### src/rtl/reservation_station.sv
// rtl/reservation_station.sv - compacting reservation station with CDB wake-up and oldest-ready issue
module reservation_station #(
  parameter int DEPTH = 4,
  parameter int TAG_W = 5
) (
  input  logic                     clk,
  input  logic                     rst_n,
  input  logic                     flush,
  input  logic                     in_valid,
  output logic                     in_ready,
  input  logic [115:0]             in_inst,
  input  logic                     cdb_valid,
  input  logic [TAG_W-1:0]         cdb_tag,
  input  logic [31:0]              cdb_data,
  output logic                     out_valid,
  input  logic                     out_ready,
  output logic [115:0]             out_inst,
  output logic [$clog2(DEPTH):0]   count
);

  localparam int CW = $clog2(DEPTH) + 1;
  localparam logic [CW-1:0] DEPTH_C = CW'(DEPTH);

  // Pending operands carry a producer tag in the low bits of vt; a s2 wake also refreshes memdata.
  function automatic logic [115:0] wake(input logic [115:0] p, input logic v,
                                        input logic [TAG_W-1:0] t, input logic [31:0] d);
    logic [115:0] r;
    r = p;
    if (!p[5] && v && (p[6 +: TAG_W] == t)) begin
      r[37:6] = d;
      r[5]    = 1'b1;
    end
    if (!p[38] && v && (p[39 +: TAG_W] == t)) begin
      r[70:39]  = d;
      r[38]     = 1'b1;
      r[115:84] = d;
    end
    return r;
  endfunction

  logic [115:0]   ent_q [DEPTH];
  logic [115:0]   ent_d [DEPTH];
  logic [CW-1:0]  count_q, count_d, count_s;
  logic           out_valid_q, out_valid_d;
  logic [115:0]   out_inst_q, out_inst_d;
  logic           found, can_sel, issue, accept;
  logic [115:0]   sel_inst;
  logic [DEPTH-1:0] shift;

  assign in_ready = (count_q < DEPTH_C) & ~flush;
  assign accept   = in_valid & in_ready;
  assign can_sel  = ~out_valid_q | out_ready;

  // Oldest ready entry wins; every slot at or above it shifts down when it leaves.
  always_comb begin
    found    = 1'b0;
    sel_inst = '0;
    shift    = '0;
    for (int i = 0; i < DEPTH; i++) begin
      if (!found && (CW'(i) < count_q) && ent_q[i][5] && ent_q[i][38]) begin
        found    = 1'b1;
        sel_inst = ent_q[i];
      end
      shift[i] = found;
    end
  end

  assign issue   = can_sel & found;
  assign count_s = count_q - {{(CW-1){1'b0}}, issue};

  always_comb begin
    out_valid_d = out_valid_q;
    out_inst_d  = out_inst_q;
    count_d     = count_s + {{(CW-1){1'b0}}, accept};
    if (issue) begin
      out_valid_d = 1'b1;
      out_inst_d  = sel_inst;
    end else if (can_sel) begin
      out_valid_d = 1'b0;
    end
    for (int i = 0; i < DEPTH; i++) begin
      if (issue && shift[i]) begin
        ent_d[i] = (i + 1 < DEPTH) ? wake(ent_q[(i + 1) % DEPTH], cdb_valid, cdb_tag, cdb_data) : '0;
      end else begin
        ent_d[i] = wake(ent_q[i], cdb_valid, cdb_tag, cdb_data);
      end
      // New packet lands at the post-shift tail, with same-cycle CDB capture.
      if (accept && (CW'(i) == count_s)) begin
        ent_d[i] = wake(in_inst, cdb_valid, cdb_tag, cdb_data);
      end
    end
    if (flush) begin
      count_d     = '0;
      out_valid_d = 1'b0;
      out_inst_d  = '0;
      for (int i = 0; i < DEPTH; i++) ent_d[i] = '0;
    end
  end

  always_ff @(posedge clk or negedge rst_n) begin
    if (!rst_n) begin
      for (int i = 0; i < DEPTH; i++) ent_q[i] <= '0;
      count_q     <= '0;
      out_valid_q <= 1'b0;
      out_inst_q  <= '0;
    end else begin
      for (int i = 0; i < DEPTH; i++) ent_q[i] <= ent_d[i];
      count_q     <= count_d;
      out_valid_q <= out_valid_d;
      out_inst_q  <= out_inst_d;
    end
  end

  assign out_valid = out_valid_q;
  assign out_inst  = out_inst_q;
  assign count     = count_q;

endmodule

### config.mk
export PLATFORM = sky130hd
export DESIGN_NAME = reservation_station
export DESIGN_NICKNAME = d
export VERILOG_FILES = /design/src/rtl/reservation_station.sv
export SDC_FILE = /design/constraint.sdc
export NUM_CORES = 2
export LEC_CHECK = 0
export BUFFER_PORTS_ARGS = -buffer_cell sky130_fd_sc_hd__buf_4
export CAP_MARGIN = 20
export CORE_ASPECT_RATIO = 0.7
export CORE_UTILIZATION = 57
export CTS_BUF_LIST = sky130_fd_sc_hd__clkbuf_16
export CTS_CLUSTER_SIZE = 8
export DETAILED_ROUTE_END_ITERATION = 10
export PLACE_DENSITY_LB_ADDON = 0.05
export SLEW_MARGIN = 20
export SYNTH_ARGS = -nofsm -noshare
export SYNTH_HDL_FRONTEND = slang
export SYNTH_SLANG_ARGS = --single-unit
### constraint.sdc
create_clock -name clk -period 4.95 [get_ports clk]
set_input_delay 0.7425 -clock clk [delete_from_list [all_inputs] [get_ports clk]]
set_output_delay 0.7425 -clock clk [all_outputs]
set_load 0.05 [all_outputs]
==> out/results.ini <==
[synth]
muxShareOfSynthArea_pct=4.60
yosys.area_share.simple_pct=17.1
syn_inst=3814
syn_nets=3974
synth_xor_xnor_area_share_pct=1.21
synth-main-ff-cell=dfrtp_1
synth_top_area_share_pct=43.9
yosysSeqAreaShare_pct=43.9
synth_top_family_by_area=compound AO/OA/AOI/OAI gates
synthDistinctLibCells=66
yosys.area.top_type=dfrtp_1
synthTopCellsByCount=584 x dfrtp_1, 461 x nand2_1, 349 x nor2_1
syn-cell-area_um2=33300
synthArstFlopShare_pct=100
synth_top_cells_by_area=dfrtp_1 44%, nand2_1 5.2%, nor2_1 3.9%
ys.warnings.count=0
synth_compound_area_share_pct=27.8
avgSynthCellArea_um2=8.73
synth-seq-cells=584
synth_adder_area_share_pct=0.0376
synth_edf_count=0
yosysMostFrequentCell=dfrtp_1

[timing]
fin_hold_ws_ns=0.207
maxSlewHeadroom_pct=4.77
setup_viol=0
finalHoldViolations=0
rsz0062_at_grt=false
drv_slew=0
final.setup_skew_ns=0.0238
finalCriticalPeriod_ns=4.12
fin_ws_ns=0.835
period_share_pct=83.1
tightest_slew_ns=1.43
clock.fmax_mhz=243
tns_ns=0

[detailed_routing]
routedWlPerCell_um=28.8
antenna_left=0
drtIter0Drc=4896
drcViolationCount=0
wl_um=132000
via_count=34000
dr.pass1.iters=6
viasPerCell=7.41

[grt]
antenna_found_initial=7
track_usage_pct=44.0
grt_overflow=0
grt_max_degree=206
grt_first_pass_wirelength_um=202000
grt_pass1_vias=33500

[flow_run]
drv_cap=0

[place]
place_ws_ns=0.996
gp_congestion=0.933
dpl.hpwl_um=75700
port_buffers=279

[floorplan]
die_x_um=291
die_h_um=204
pin_count=280
core_area_um2=57300
initial_core_util_pct=58.2
rows=73
die-area_um2=59400

[final_layout]
fin_nets=3998
drive_above_1_share_pct=14.6
area_growth_pct=14.2

[setup_path]
crit_buf_inv=3
critPathTopFamily=compound AO/OA/AOI/OAI gates
crit_path_start_kind=register
crit_path_cell_trace=o311ai_4 > o211ai_2 > o21ai_4 > inv_2 > ha_1 > nor3_1 > and3_1 > buf_4 > nand3_4 > buf_12 > o21ai_0 > o31ai_1
cpPeakStageDelay_ns=0.56
cp_data_arrival_time_ns=4.60
crit_fanout=73
endpoint_kind=register
cp_slowest_cell=dfrtp_1
crit_type=reg -> reg
crit_required_ns=5.43

[clocking]
h-tree-depth=3
holdBufCountCts=0
clock_latency_ns=0.62
numCtsBuffers=82
cts_tree=done
ctsResizeCount=0
post_cts.repair.setup_buffers=0
root_buffer=clkbuf_16
cts_buffer_depth=3
clk_pin_slew_ns=0.05
cts_sinks=584

[pwr]
power.density_nw_per_um2=317
report.power.total_uw=12100
ir_worst_vdd_mv=0.220
leakagePower_uw=0.0156

[min_path]
hold_class=in -> async

[run_status]
status=finished, final reports clean

==> report_power, final <==
| group | total (µW) | switching [µW] | internal (µW) |
|---|---|---|---|
| Clock | 5040 | 2080 | 2960 |
| Sequential | 5290 | 227 | 5060 |
| Combinational | 1730 | 1120 | 608 |
| Total | 12100 | 3430 | 8630 |
==> routing by layer <==
| layer | global-route usage [%] | vias up | wire (µm) |
|---|---|---|---|
| met3 | 13.2 | 559 | 19300 |
| met4 | 24.1 | 8 | 7090 |
| met2 | 63.3 | 2856 | 55600 |
| met1 | 59.5 | 16400 | 50300 |
| met5 | 0 | - | 53 |
| li1 | - | 14200 | - |
==> cells in the final DEF (no fill, tap or decap), types with 6 or more instances in the layout <==
cell / count
xor2_1: 28
o21ai_1: 44
a221oi_1: 18
a211oi_1: 162
a22oi_1: 32
mux2_2: 56
nor3_1: 91
nand2b_1: 48
nor2b_1: 38
a22o_1: 18
inv_1: 9
a21oi_1: 198
mux2i_1: 87
nand2_1: 457
o22ai_1: 58
or3_1: 76
nor2_1: 344
nor4_1: 6
dfrtp_1: 584
and2_1: 46
xnor2_1: 18
a32oi_1: 20
a311oi_1: 97
a221o_1: 40
o32ai_1: 48
a31oi_1: 86
nand3_1: 139
buf_4: 348
o211ai_1: 68
o31ai_1: 132
clkbuf_16: 84
o21ai_0: 158
buf_12: 24
o32a_1: 32
o22a_1: 64
==> sequential cells by signal, indices dropped and copies added (netlist names) <==
| register | count |
|---|---|
| ent_q | 464 |
| out_inst | 116 |
| count | 3 |
| out_valid | 1 |
==> per-stage QoR <==
stage | area [µm²] | instances | utilization [%]
after floorplan | 33300 | 3814 | -
after global placement | 35900 | 4503 | 62.7
after detailed placement | 35900 | 4504 | 62.7
after CTS | 38000 | 4590 | 66.4
after global routing | 38000 | 4590 | 66.4
final | 38000 | 4592 | 66.4
==> area by class of cell <==
type	instances	area (µm²)
Clock buffer	84	2100
Multi-Input combinational cell	2784	17200
Sequential cell	584	14600
Antenna cell	2	5.00
Timing Repair Buffer	375	3140
Inverter	11	41.3
Fill cell	4597	19200
Clock inverter	2	25.0
Tap cell	750	938
==> worst register-to-register path, cell delays in order (launching register included) <==
cell	delay, ns
dfrtp_1	0.56
o311ai_4	0.42
o211ai_2	0.36
o21ai_4	0.25
inv_2	0.11
ha_1	0.24
nor3_1	0.27
and3_1	0.34
buf_4	0.29
nand3_4	0.34
buf_12	0.36
o21ai_0	0.35
o31ai_1	0.08
==> worst paths after layout <==
path / cells past startpoint / slack (ns) / endpoint / start
max: 12 / 0.83 / ent_q[354] / count[2]
min: 1 / 0.21 / out_inst[67] / rst_n
max reg2reg: 12 / 0.83 / ent_q[354] / count[2]
min reg2reg: 2 / 0.48 / ent_q[409] / ent_q[409]
max in group asynchronous: 2 / 3.43 / ent_q[280] / rst_n
min in group clk: 2 / 0.39 / ent_q[77] / in_inst[77]
==> cells by family after synthesis <==
logic type | after synthesis
fa+ha+maj | 1
xor+xnor | 46
flops | 584
compound gates | 1317
simple gates | 1274
buf+inv | 446
mux | 146
No activity file was read; power rests on OpenSTA's default activity.
